===== src/rtl/oam_dma.sv =====
// OAM DMA engine at FF46: copies NUM_BYTES bytes from page XX00 into OAM FE00+.
// Optional macro OAM_DMA_ECHO_MIRROR_EN folds source pages E0-FF onto C0-DF.
module oam_dma #(
  parameter int CYCLES_PER_BYTE = 4,
  parameter int START_DELAY     = 4,
  parameter int NUM_BYTES       = 160
) (
  input  logic        clk,
  input  logic        reset,
  input  logic        reg_wr,
  input  logic [15:0] reg_addr,
  input  logic [7:0]  reg_wdata,
  output logic [7:0]  reg_rdata,
  output logic        dma_req,
  input  logic        dma_gnt,
  output logic [15:0] src_addr,
  input  logic [7:0]  rd_data,
  output logic        oam_we,
  output logic [7:0]  oam_addr,
  output logic [7:0]  oam_wdata,
  output logic        dma_active
);

  localparam int SW = (CYCLES_PER_BYTE > 2) ? $clog2(CYCLES_PER_BYTE) : 1;
  localparam int DW = (START_DELAY > 2) ? $clog2(START_DELAY) : 1;
  localparam logic [SW-1:0] SLOT_LAST = SW'(CYCLES_PER_BYTE - 1);
  localparam logic [7:0]    IDX_LAST  = 8'(NUM_BYTES - 1);
  localparam logic [DW-1:0] DCNT_INIT = DW'(START_DELAY - 1);

  typedef enum logic [1:0] {
    S_IDLE  = 2'd0,
    S_START = 2'd1,
    S_XFER  = 2'd2
  } state_t;

  state_t        state_q, state_d;
  logic          pend_q, pend_d;
  logic [DW-1:0] dcnt_q, dcnt_d;
  logic [7:0]    src_hi_q, src_hi_d;
  logic [7:0]    xsrc_q, xsrc_d;
  logic [7:0]    idx_q, idx_d;
  logic [SW-1:0] slot_q, slot_d;

  logic          xfer;
  logic          byte_done;
  logic          wr_hit;
  logic [7:0]    src_eff;

  // The running transfer keeps its own page copy so a restart write
  // does not redirect the bytes still being copied from the old page.
`ifdef OAM_DMA_ECHO_MIRROR_EN
  assign src_eff = (xsrc_q >= 8'hE0) ? (xsrc_q - 8'h20) : xsrc_q;
`else
  assign src_eff = xsrc_q;
`endif

  assign xfer      = (state_q == S_XFER);
  assign byte_done = xfer && dma_gnt && (slot_q == SLOT_LAST);
  assign wr_hit    = reg_wr && (reg_addr == 16'hFF46);

  always_ff @(posedge clk) begin
    if (reset) begin
      state_q  <= S_IDLE;
      pend_q   <= 1'b0;
      dcnt_q   <= '0;
      src_hi_q <= 8'h00;
      xsrc_q   <= 8'h00;
      idx_q    <= 8'h00;
      slot_q   <= '0;
    end else begin
      state_q  <= state_d;
      pend_q   <= pend_d;
      dcnt_q   <= dcnt_d;
      src_hi_q <= src_hi_d;
      xsrc_q   <= xsrc_d;
      idx_q    <= idx_d;
      slot_q   <= slot_d;
    end
  end

  always_comb begin
    state_d  = state_q;
    pend_d   = pend_q;
    dcnt_d   = dcnt_q;
    src_hi_d = src_hi_q;
    xsrc_d   = xsrc_q;
    idx_d    = idx_q;
    slot_d   = slot_q;

    if (xfer && dma_gnt) begin
      if (slot_q == SLOT_LAST) begin
        slot_d = '0;
        idx_d  = idx_q + 8'd1;
        if (idx_q == IDX_LAST) begin
          state_d = pend_q ? S_START : S_IDLE;
        end
      end else begin
        slot_d = slot_q + SW'(1);
      end
    end

    // Start-delay expiry wins over the old transfer's progress: restart at byte 0.
    if (pend_q) begin
      if (dcnt_q == '0) begin
        pend_d  = 1'b0;
        idx_d   = 8'h00;
        slot_d  = '0;
        xsrc_d  = src_hi_q;
        state_d = S_XFER;
      end else begin
        dcnt_d = dcnt_q - DW'(1);
      end
    end

    if (wr_hit) begin
      src_hi_d = reg_wdata;
      pend_d   = 1'b1;
      dcnt_d   = DCNT_INIT;
      if (state_d == S_IDLE) begin
        state_d = S_START;
      end
    end
  end

  assign reg_rdata  = src_hi_q;
  assign dma_req    = xfer;
  assign dma_active = xfer;
  assign src_addr   = xfer ? {src_eff, idx_q} : 16'h0000;
  assign oam_we     = byte_done;
  assign oam_addr   = byte_done ? idx_q : 8'h00;
  assign oam_wdata  = byte_done ? rd_data : 8'h00;

endmodule


===== config.mk =====
export PLATFORM = sky130hd
export DESIGN_NAME = oam_dma
export DESIGN_NICKNAME = d
export VERILOG_FILES = /design/src/rtl/oam_dma.sv
export SDC_FILE = /design/constraint.sdc
export NUM_CORES = 1
export LEC_CHECK = 0
export BUFFER_PORTS_ARGS = -buffer_cell sky130_fd_sc_hd__buf_2
export CAP_MARGIN = 20
export CORE_AREA = 2 2 57 72
export DETAILED_ROUTE_END_ITERATION = 7
export DIE_AREA = 0 0 59 74
export GPL_ROUTABILITY_DRIVEN = 0
export GPL_TIMING_DRIVEN = 1
export PLACE_DENSITY = 0.71
export SYNTH_ARGS = -nofsm -noshare
export SYNTH_HDL_FRONTEND = slang
export SYNTH_SLANG_ARGS = --single-unit

===== constraint.sdc =====
create_clock -name clk -period 3.47 [get_ports clk]
set_input_delay 0.1735 -clock clk [delete_from_list [all_inputs] [get_ports clk]]
set_output_delay 0.1735 -clock clk [all_outputs]
set_load 0.1 [all_outputs]

**Word level (Yosys, flattened, before mapping)**

Index checks and enable logic that the tools add are counted.

- Register bits after elaboration: 31
- Bits of input ports: 36
- Output and inout port bits: 43
- Logic and storage cells: 48

- $add $sub $neg: 3
- Equality and inequality tests: 5
- Multiplexer cells: 25
- Reduce and logical (&&, ||, !) cells: 8

Operators by type and width:

| operator | number |
|---|---|
| 8-bit 2-to-1 mux | 6 |
| 2-bit 2-to-1 mux | 14 |
| 16-bit == test (second input constant) | 1 |
| 16-bit 2-to-1 mux | 1 |
| 8-bit by 1-bit adder with 8-bit output (second input constant) | 1 |
| 8-bit == test (second input constant) | 1 |
| 2-bit == test (second input constant) | 2 |
| 2-bit zero test | 2 |
| 1-bit 2-to-1 mux | 4 |
| 2-bit AND reduction | 2 |
| 1-bit logical AND | 3 |
| 2-bit by 1-bit adder with 2-bit output (second input constant) | 1 |
| 2-bit inequality test (second input constant) | 1 |
| 2-bit nonzero test | 1 |
| 2-bit by 1-bit subtractor with 2-bit output (second input constant) | 1 |

**Depth between registers and ports, before layout**

- Word-level depth: 9
- Mapped depth: 6
- Mapped depth without buffers: 6

**Least setup slack after synthesis**

OpenSTA, ideal clock, no wires.

- Kind: register -> output
- Start point: register slot_q[0]
- End point: output port oam_addr[6]
- Arrival: 2.659 ns
- Data required time: 3.296 ns
- Setup slack: 0.637 ns
- Stages on the path, launching flop included: 6
- Path buffers: 2
- Path through: dfxtp_1 -> ha_1 -> and4b_1 -> buf_2 -> clkbuf_1 -> and2_1

- Word-level cells in the longest chain between the ends: 3

Ends and longest elaborated chain:

| item | line | RTL |
|---|---|---|
| start: declaration | 42 | `logic [SW-1:0] slot_q, slot_d;` |
| start signal: assignment | 77 | `slot_q <= slot_d;` |
| 2-bit == test | 58 | `assign byte_done = xfer && dma_gnt && (slot_q == SLOT_LAST);` |
| 1-bit logical AND | 58 |  |
| net oam_we | 18 | `output logic oam_we,` |
| 8-bit 2-to-1 mux | 130 | `assign oam_addr = byte_done ? idx_q : 8'h00;` |
| end: declaration | 19 | `output logic [7:0] oam_addr,` |

The timed path passes the listed nets, and every way through them passes these cells.

**Worst setup path in the final report**

- Start point: register slot_q[0]
- End point: output port oam_addr[4]

- Word-level cells in the longest chain between the ends: 3

Ends and longest elaborated chain:

| item | line |
|---|---|
| 2-bit == test | 58 |
| 1-bit logical AND | 58 |
| 8-bit 2-to-1 mux | 130 |

Every way passes these cells.

==> run metrics <==
status completed; largest net degree at the start of global routing 28; register area 621 um^2; clock sink total 31; first-pass GRT wire length 5470 um; Net Count, Synth 230; cts hold-fix bufs 0; Max Cap Viol 0; Die Footprint 4370 um^2; PortBufs 78; post-route clock period utilization 65.4%; setup TNS 0 ps; Worst-path clk slew 60 ps; initial antenna violation count 0; Num CTS Buffers 5; area share of fa/ha/maj cells after synthesis 2.45%; YS warnings 0; slew margin rel. 52.1%; fraction of layout cells with a size suffix above 1 32.6%; Via density 4.95; Post-Syn Instances 191; area delta synth->final 32.2%; core box area 3690 um^2; Setup Viol. Count Final 0; placed cell area 1920 um^2; post-synthesis mux area share 0.653%; Routed Antenna Nets 0; Slew Limit Fails 0; placed wire-length estimate 2590 um; global route total overflow 0; crit path max fanout 27; worst skew pair latency 280 ps; Distinct cells, synth 27; CP Class reg -> out; Simple-Gate Fraction of Synth Area 35.8%; R2R Path Start slot_q[0]; Pre-antenna DRT Iters 4; Top FF cell, synth dfxtp_1; CTS HTree Levels 2; worst clock skew 5.35 ps; Leak 0.953 nW; crit path from slot_q[0]; min Tclk post-route 2270 ps; Synth Area per Inst 8.02 um^2; vias 1506; clk buf depth 2; diodes inserted 0; CTS tree yes; Data arrival, critical path 2090 ps; Post-synth EDFFs 0; post-CTS setup buffer count 0; largest family of logic cells by synthesized area simple AND/OR/NAND/NOR gates; Layout Nets 303; Remaining DRCs 0; Req. time, crit path 3300 ps; vias in the first global route 1300; post-synthesis sequential area ratio 40.5%; num rows 25; I/O pins 79; Design Area, Final 2030 um^2; register bit total from synthesis 31; hold_sp reg_wdata[7]; compound-cell area share of the yosys netlist 10.9%; type of element capturing the critical path primary output; r2r setup slk 1640 ps; Multi-input gate area 843 um^2; die width 59 um; VDD IR max 0.000242 V; Tot Pwr 0.720 mW; FILL cells 359; initial core utilization 41.5%; Achievable Freq 0.441 GHz; Hold Path Class in -> reg; startpoint types flip-flop; unrepaired setup endpoints after global routing false; GRT Util Overall 16.5%; die height 74 um; DRT iter0 DRCs 46; WL per Instance 11.4 um; Post-Route WL 3470 um; slew of the pin with the lowest slew margin 717 ps; root buffer cell clkbuf_8; Hold Violations, Final 0; XOR/XNOR Fraction of Synth Area 5.14%; Synth Cell Area 1530 um^2; post-cts gate resize count 0; PwrDens 355 nW/um^2; FFs w/ async S/R, synth 0%
-- area by class of cell --
type / instances / area share, %
Multi-Input combinational cell: 144 / 41.6
Clock buffer: 6 / 3.58
Tap cell: 40 / 2.47
Sequential cell: 31 / 30.6
Clock inverter: 1 / 1.48
Timing Repair Buffer: 79 / 19.6
Inverter: 3 / 0.556
-- critical path: stages (launching register included) --
cell     delay [ps]
dfxtp_1         350
ha_1            140
and4b_1         670
and2_1          220
buf_2           420
-- per-stage QoR --
step	hold WS (ps)	utilization (%)	setup slack [ps]	cells
detailed placement	435	52.1	1490	297
floorplan	321	-	637	191
global placement	434	52.1	1550	297
finish	140	54.9	1200	304
CTS	129	54.9	1170	304
global route	146	54.9	1010	304
-- state kept, by name, indices dropped and copies added, names as in the netlist --
signal     cells
dcnt_q         2
idx_q          8
pend_q         1
reg_rdata      8
slot_q         2
src_eff        8
state_q        2
-- cells in the mapped netlist (4+ instances only) --
cell type | number | share of area, %
nand2_1 | 22 | 5.4
nand3_1 | 12 | 3.9
nand4_1 | 4 | 1.6
clkbuf_1 | 8 | 2.0
o21ai_0 | 9 | 2.9
nor2_1 | 13 | 3.2
xor2_1 | 7 | 4.0
buf_2 | 4 | 1.3
a21oi_1 | 21 | 6.9
dfxtp_1 | 31 | 40
and2_1 | 34 | 14
-- worst paths after layout --
path / end / cells past startpoint
worst max-delay path: oam_addr[4] / 4
worst min-delay path: reg_rdata[7] / 3
worst max register to register: state_q[0] / 5
worst min register to register: src_eff[1] / 2
-- routing by layer --
layer  global-route usage, %  wire, um  vias up
met5                       0         0        -
met4                    8.33        57        0
met3                    5.04       236        4
met2                    28.6      1710       61
met1                    18.0      1470      661
li1                        -         -      780
-- where the power goes --
part	switching (mW)	internal, mW
registers	0.000000976	0.356
clock network	0.125	0.210
logic	0.0125	0.0160
total	0.138	0.582
-- cells by family (layout without fill, tap and decap cells) --
group	Yosys count	after routing
simple gates	99	99
compound gates	32	32
flops	31	31
xor+xnor	9	9
buf+inv	16	89
mux	1	1
fa+ha+maj	3	3
-- cells in the final DEF (no fill, tap or decap), drive strengths merged, types with 3 or more instances in the layout --
cell	netlist	routed
inv	3	3
xor2	7	7
dfxtp	31	31
nor2	13	13
and2	34	34
buf	5	79
a21oi	21	21
nand2	22	22
o21ai	9	9
ha	3	3
clkbuf	8	6
and4	3	3
nand3	12	12
nand4	4	4
No activity file was read; power rests on OpenSTA's default activity.
